File: src/rtl/timer_pkg.sv
// Shared timer types: FSM state encoding and the load-time mode constants.
package timer_pkg;

    typedef enum logic [1:0] {
        IDLE = 2'd0,
        RUN  = 2'd1,
        DONE = 2'd2
    } state_t;

    localparam logic MODE_PERIODIC = 1'b0;
    localparam logic MODE_ONESHOT  = 1'b1;

endpackage

File: src/rtl/timer_prescaler.sv
// Tick divider: asserts tick on every (div+1)th enabled cycle; phase freezes while en is low.
// Latency: tick is combinational from the registered phase counter; clr takes effect next cycle.
// Backpressure: none; en is the only throttle and simply holds the phase.
`ifdef TIMER_PRESCALE_EN
module timer_prescaler #(
    parameter int PRESC_WIDTH = 4
) (
    input  logic                   clk,
    input  logic                   reset,
    input  logic                   clr,
    input  logic                   en,
    input  logic [PRESC_WIDTH-1:0] div,
    output logic                   tick
);

    logic [PRESC_WIDTH-1:0] phase_q, phase_d;

    always_comb begin
        tick    = en && (phase_q == div);
        phase_d = phase_q;
        if (clr || tick) begin
            phase_d = '0;
        end else if (en) begin
            phase_d = phase_q + 1'b1;
        end
    end

    always_ff @(posedge clk or negedge reset) begin
        if (!reset) begin
            phase_q <= '0;
        end else begin
            phase_q <= phase_d;
        end
    end

endmodule
`endif

File: src/rtl/timer_prog.sv
// Programmable periodic/one-shot timer; optional prescaler under macro TIMER_PRESCALE_EN.
// Latency: first count on the second enabled edge after reset/load; rollover one cycle after the terminal tick.
// Backpressure: none; en pauses counting and prescaler phase, load always wins.
module timer_prog
    import timer_pkg::*;
#(
    parameter int WIDTH       = 8,
    parameter int TERM        = 216,
    parameter int PRESC_WIDTH = 4
) (
    input  logic                   clk,
    input  logic                   reset,
    input  logic                   en,
    input  logic                   load,
    input  logic [WIDTH-1:0]       term,
    input  logic                   mode,
`ifdef TIMER_PRESCALE_EN
    input  logic [PRESC_WIDTH-1:0] presc,
`endif
    output logic [WIDTH-1:0]       count,
    output logic                   rollover,
    output logic                   busy,
    output logic                   done
);

    localparam logic [WIDTH-1:0] TERM_RST = TERM[WIDTH-1:0];

    if (WIDTH < 1 || PRESC_WIDTH < 1) begin : g_bad_params
        $error("timer_prog: WIDTH and PRESC_WIDTH must be at least 1");
    end

    state_t           state_q, state_d;
    logic [WIDTH-1:0] count_q, count_d;
    logic [WIDTH-1:0] term_q, term_d;
    logic             mode_q, mode_d;
    logic             roll_q, roll_d;
    logic             run_en;
    logic             tick;

    assign run_en = (state_q == RUN) && en;

`ifdef TIMER_PRESCALE_EN
    logic [PRESC_WIDTH-1:0] presc_q, presc_d;

    timer_prescaler #(
        .PRESC_WIDTH (PRESC_WIDTH)
    ) u_prescaler (
        .clk   (clk),
        .reset (reset),
        .clr   (load),
        .en    (run_en),
        .div   (presc_q),
        .tick  (tick)
    );
`else
    assign tick = run_en;
`endif

    always_comb begin
        state_d = state_q;
        count_d = count_q;
        term_d  = term_q;
        mode_d  = mode_q;
        roll_d  = 1'b0;
`ifdef TIMER_PRESCALE_EN
        presc_d = presc_q;
`endif
        // load overrides everything, including a coincident terminal tick
        if (load) begin
            term_d  = term;
            mode_d  = mode;
            count_d = '0;
            state_d = IDLE;
`ifdef TIMER_PRESCALE_EN
            presc_d = presc;
`endif
        end else begin
            case (state_q)
                IDLE: begin
                    if (en) begin
                        state_d = RUN;
                    end
                end
                RUN: begin
                    if (tick) begin
                        if (count_q == term_q) begin
                            count_d = '0;
                            roll_d  = 1'b1;
                            if (mode_q == MODE_ONESHOT) begin
                                state_d = DONE;
                            end
                        end else begin
                            count_d = count_q + 1'b1;
                        end
                    end
                end
                DONE: begin
                    state_d = DONE;
                end
                default: begin
                    state_d = IDLE;
                end
            endcase
        end
    end

    always_ff @(posedge clk or negedge reset) begin
        if (!reset) begin
            state_q <= IDLE;
            count_q <= '0;
            term_q  <= TERM_RST;
            mode_q  <= MODE_PERIODIC;
            roll_q  <= 1'b0;
`ifdef TIMER_PRESCALE_EN
            presc_q <= '0;
`endif
        end else begin
            state_q <= state_d;
            count_q <= count_d;
            term_q  <= term_d;
            mode_q  <= mode_d;
            roll_q  <= roll_d;
`ifdef TIMER_PRESCALE_EN
            presc_q <= presc_d;
`endif
        end
    end

    assign count    = count_q;
    assign rollover = roll_q;
    assign busy     = (state_q == RUN);
    assign done     = (state_q == DONE);

endmodule
File: config.mk
export PLATFORM = sky130hd
export DESIGN_NAME = timer_prog
export DESIGN_NICKNAME = d
export VERILOG_FILES = /design/src/rtl/timer_pkg.sv /design/src/rtl/timer_prescaler.sv /design/src/rtl/timer_prog.sv
export SDC_FILE = /design/constraint.sdc
export NUM_CORES = 1
export LEC_CHECK = 0
export ABC_AREA = 1
export BUFFER_PORTS_ARGS = -buffer_cell sky130_fd_sc_hd__buf_2
export CORE_MARGIN = 1
export CORE_UTILIZATION = 50
export CTS_BUF_LIST = sky130_fd_sc_hd__clkbuf_4
export DETAILED_ROUTE_END_ITERATION = 7
export GPL_TIMING_DRIVEN = 0
export PLACE_DENSITY_LB_ADDON = 0.2
export REMOVE_ABC_BUFFERS = 1
export SLEW_MARGIN = 20
export SYNTH_ARGS = -nofsm -noshare
export SYNTH_HDL_FRONTEND = slang
export SYNTH_SLANG_ARGS = --single-unit
File: constraint.sdc
create_clock -name clk -period 1.8 [get_ports clk]
set_input_delay 0.18 -clock clk [delete_from_list [all_inputs] [get_ports clk]]
set_output_delay 0.18 -clock clk [all_outputs]
set_load 0.005 [all_outputs]
After elaboration in Yosys (flattened, before gate mapping)
Index checks and enable logic that the tools add are counted.
- input bits: 13
- latch bits: 0
- flip-flop bits (word level): 20
- word-level logic and storage cells: 33
- bits in writable memories: 0
- output and inout port bits: 11
- memories kept: 0
- ROM bits: 0
- equal/unequal tests: 7
- $add $sub $neg: 1
- bitwise logic cells: 0
- mux-type cells: 14
- div/mod/pow operators: 0
- shift-type cells: 0
- reductions and logical operators: 6
- multipliers: 0
- magnitude comparators: 0
- operators by type and width (cell ; number):
    two-way mux 8 bit ; 4
    two-way mux 2 bit ; 5
    != test 3 x 2 -> 1 bit, second input constant ; 3
    adder 8 x 1 -> 8 bit, second input constant ; 1
    equality test 8 bit ; 1
    case mux 2 bit (3 select lines) ; 1
    two-way mux 1 bit ; 4
    AND reduction 4 bit ; 1
    nonzero test 2 bit ; 2
    != test 3 bit, second input constant ; 1
    equality test 2 x 1 -> 1 bit, second input constant ; 1
    equality test 2 bit, second input constant ; 1
    zero test 2 bit ; 1
    AND reduction 2 bit ; 1
    logical AND 1 bit ; 1

Logic depth before layout (Yosys ltp)
- depth in word-level cells: 5
- mapped depth: 10
- gate-level depth less buffers: 10

Worst setup path before layout
OpenSTA, ideal clock, no wires.
- path kind: flip-flop to flip-flop
- start point: register state_q[1]
- end point: register count_q[5], in the netlist count[5]
- required time: 1.680 ns
- slack: 0.428 ns
- cell stages (with the launch flop): 10
- arrival: 1.252 ns
- buffers on the path: 0
- clock period less this slack: 1.372 ns
- library setup time: 0.120 ns
- path through: dfrtp_1 inv_1 ha_1 nand2_2 inv_2 nor2_4 inv_4 nand3_2 xor2_1 nor2_1
- longest elaborated chain between the ends: 4
- elaborated cells between the ends (all ways): 5
- classes of those cells: eq/ne: 1; reduce/logical: 4
- RTL lines (element ; RTL line ; source):
    start, declared ; timer_prog.sv:32 ; state_t state_q, state_d;
    start signal, assigned ; timer_prog.sv:118 ; state_q <= state_d;
    equality test 2 x 1 -> 1 bit (*) ; -- ;
    named net busy ; timer_prog.sv:22 ; output logic busy,
    logical AND 1 bit ; timer_prog.sv:40 ; assign run_en = (state_q == RUN) && en;
    nonzero test 2 bit (no source line) ; -- ;
    AND reduction 2 bit (no source line) (*) ; -- ;
    end signal, assigned ; timer_prog.sv:119 ; count_q <= count_d;
    end, declared ; timer_prog.sv:33 ; logic [WIDTH-1:0] count_q, count_d;
The timed path passes the listed nets; every way through them passes the cells marked *.
A chain may end at the register's enable or synchronous reset.

Worst setup path in the final report
- start point: register state_q[1]
- end point: register count_q[3], in the netlist count[3]
- longest elaborated chain between the ends: 4
- elaborated cells between the ends (all ways): 5
- classes of those cells: eq/ne: 1; reduce/logical: 4
- RTL lines (element ; RTL line):
    equality test 2 x 1 -> 1 bit (*) ; timer_prog.sv:40, timer_prog.sv:78
    logical AND 1 bit ; timer_prog.sv:40
    nonzero test 2 bit (no source line) ; --
    AND reduction 2 bit (no source line) (*) ; --
Mark *: on every way between the ends. The rest lies on a longest branch, timed or not.

==> results.json <==
{
  "status": "complete, no violations",
  "seq_power_share_pct": 49.6,
  "root_buffer": "clkbuf_4",
  "tritoncts": "built",
  "io_pins": 24,
  "setup_viol": 0,
  "r2r_start": "state_q[1]",
  "area_growth_pct": 14.4,
  "critPathSlowestCell": "dfrtp_1",
  "fmax_mhz": 633,
  "peakVddDrop_uv": 790,
  "grt_pass1_wl_um": 3980,
  "yosysUniqueCellTypes": 25,
  "avgRoutedWirePerCell_um": 11.5,
  "power_frac_clock_pct": 19.0,
  "ff2ff_setup_slack_ns": 0.22,
  "via_per_inst": 5.01,
  "clkLatencyLatePin_ns": 0.29,
  "port_buffers": 23,
  "drc": 0,
  "r2r_end": "count[3]",
  "final_common_cell": "nand2_1",
  "ctsLongestPathBuffers": 2,
  "drt_iter0_drc": 32,
  "yosys_warnings": 0,
  "synth_top_family_by_area": "simple AND/OR/NAND/NOR gates",
  "num_vias": 1037,
  "dr.pass1.iters": 4,
  "core.rowCount": 17,
  "synth_fa_ha_area_share_pct": 4.21,
  "nNetsFinal": 198,
  "drv_cap": 0,
  "worst_slew_pin_slew_ns": 0.444,
  "r2r_cells": 9,
  "min_to": "term_q[6]",
  "die_w_um": 50.7,
  "drive_above_1_share_pct": 26.8,
  "finalHoldViolations": 0,
  "netlist_area_um2": 1190,
  "synthTopCellsByArea": "dfrtp_1 (34%), nand2_1 (17%), dfstp_2 (8.9%), inv_1 (6.0%), ha_1 (4.2%)",
  "die-area_um2": 2570,
  "power.internal_uw": 705,
  "initial_utilization_pct": 53.2,
  "cp_cell_sequence": "inv_1 -> ha_1 -> nand2_2 -> inv_2 -> nor2_4 -> inv_4 -> nand2_1 -> xor2_1 -> nor2_1",
  "synth_async_sr_flop_share_pct": 100,
  "crit_fanout": 6,
  "crit_required_ns": 1.99,
  "core-area_um2": 2230,
  "min_period_over_period_pct": 87.7,
  "grt_use_total_pct": 21.3,
  "power.density_nw_per_um2": 796,
  "p_leak_nw": 0.744,
  "fin_crit_ns": 1.58,
  "combPwrFrac_pct": 31.4,
  "crit_type": "flip-flop to flip-flop",
  "synth-seq-cells": 20,
  "crit_path_max_incr_delay_ns": 0.39,
  "drv_slew": 0,
  "synth_compound_area_share_pct": 7.27,
  "synth_top_area_cell": "dfrtp_1",
  "fp.dieH_um": 50.7,
  "synthXorXnorAreaFrac_pct": 3.69,
  "nFillCells": 215,
  "synthMuxAreaShare_pct": 0,
  "synth.avg_cell_area_um2": 7.71,
  "synth.top_cell.area_share_pct": 33.7,
  "hold_depth": 3,
  "cts.clk_slew.worst_paths_ns": 0.11,
  "setup-tns-final_ns": 0,
  "synth-main-ff-cell": "dfrtp_1",
  "wl_um": 2380,
  "post_cts_resized": 0,
  "fin_skew_ns": 0.00486,
  "grt_overflow_total": 0,
  "ant_nets": 0,
  "relSlewSlack_pct": 70.4,
  "cp-start-kind": "flip-flop",
  "final_cell_mix": "nand2_1 (54), buf_2 (23), inv_1 (19)",
  "synthSimpleGateAreaFrac_pct": 33.6,
  "yosysSeqAreaShare_pct": 42.6,
  "holdCritStartpoint": "term[6]",
  "dp_hpwl_um": 1820,
  "arrival_ns": 1.77,
  "hold_class": "input port to flip-flop",
  "grt_max_degree": 21,
  "power_mw": 1.08,
  "netSwitchingFraction_pct": 34.8,
  "diodes": 0,
  "p_switching_uw": 376,
  "grt_pass1_vias": 984,
  "cts_sinks": 20,
  "grt_antenna_before_repair": 0,
  "grt_setup_unrepaired": "false",
  "cp-end-kind": "flip-flop",
  "multi_input_area_um2": 579,
  "gp_congestion": 0.804,
  "synth_edf_count": 0,
  "seq_area_um2": 505,
  "cts-buffers-inserted": 3,
  "htree_levels": 1,
  "syn_inst": 154
}
==> cells by family after synthesis <==
| family | Yosys count |
|---|---|
| AO/OA/AOI/OAI | 16 |
| adder cells (fa/ha/maj) | 4 |
| AND/OR/NAND/NOR | 84 |
| flip-flops | 20 |
| buffers and inverters | 25 |
| XOR/XNOR | 5 |
==> sequential cells by signal (all words and copies together) (netlist names) <==
signal,cells
mode_q,1
rollover,1
count,8
term_q,8
state_q,2
==> worst max path at each step <==
stage / to / startpoint / cells after the start / slack [ns]
2_1_floorplan: count[5] / state_q[1] / 9 / 0.43
3_3_place_gp: count[5] / state_q[1] / 9 / 0.31
3_5_place_dp: count[7] / state_q[1] / 9 / 0.26
4_1_cts: count[7] / state_q[1] / 9 / 0.22
5_1_grt: count[7] / state_q[1] / 9 / 0.08
6_report: count[3] / state_q[1] / 9 / 0.22
==> power by group through the flow <==
stage	clock network, mW	logic [mW]	registers, mW
2_1_floorplan	0	0.242	0.539
3_3_place_gp	0	0.325	0.543
3_5_place_dp	0	0.341	0.545
4_1_cts	0.214	0.343	0.537
5_1_grt	0.236	0.388	0.542
6_report	0.205	0.339	0.537
==> stage by stage <==
| step | setup slack (ns) | std cells | area (um2) | hold WS, ns | util, % |
|---|---|---|---|---|---|
| after floorplan | 0.428 | 152 | 1180 | -0.116 | - |
| after global placement | 0.314 | 203 | 1330 | 0.145 | 59.4 |
| after detailed placement | 0.263 | 203 | 1330 | 0.153 | 59.4 |
| after CTS | 0.223 | 207 | 1360 | 0.0640 | 60.8 |
| after global routing | 0.0841 | 207 | 1360 | 0.0589 | 60.8 |
| final | 0.221 | 207 | 1360 | 0.0692 | 60.8 |
==> timing repair <==
| item | CTS | global route |
|---|---|---|
| buffers inserted | 0 | 0 |
| hold buffers | 1 | 0 |
| endpoints found under the hold margin | 16 | 0 |
| setup endpoints to repair | 0 | 0 |
==> per-layer routing <==
metal | vias up | GRT usage (%) | part of all wire [%]
li1 | 527 | - | -
met1 | 481 | 24.9 | 45
met2 | 25 | 35.1 | 50
met3 | 4 | 3.03 | 3.5
met4 | 0 | 15.7 | 1.4
met5 | - | 0 | 0
==> synthesized netlist by cell type, types with 4 or more instances <==
master	n
dfstp_2	4
ha_1	4
dfrtp_1	16
nor2_1	7
nand2_1	54
inv_1	19
nand3_1	5
a21oi_1	5
nand4_1	4
o21ai_0	8
nand2_2	4
==> worst max-delay path, delay by kind of cell, from the launching register on <==
family | cells | cell delay [ns]
simple gates | 4 | 0.47
flops | 1 | 0.39
buf+inv | 3 | 0.21
fa+ha+maj | 1 | 0.21
xor+xnor | 1 | 0.18
==> final cells by class <==
type,count,share of cell area [%]
sequential,20,37.2
clock buffer,3,1.66
multi-input combinational,109,42.6
tap,28,2.58
inverter,23,6.72
timing repair buffer,24,9.21
No activity file was read; power rests on OpenSTA's default activity.
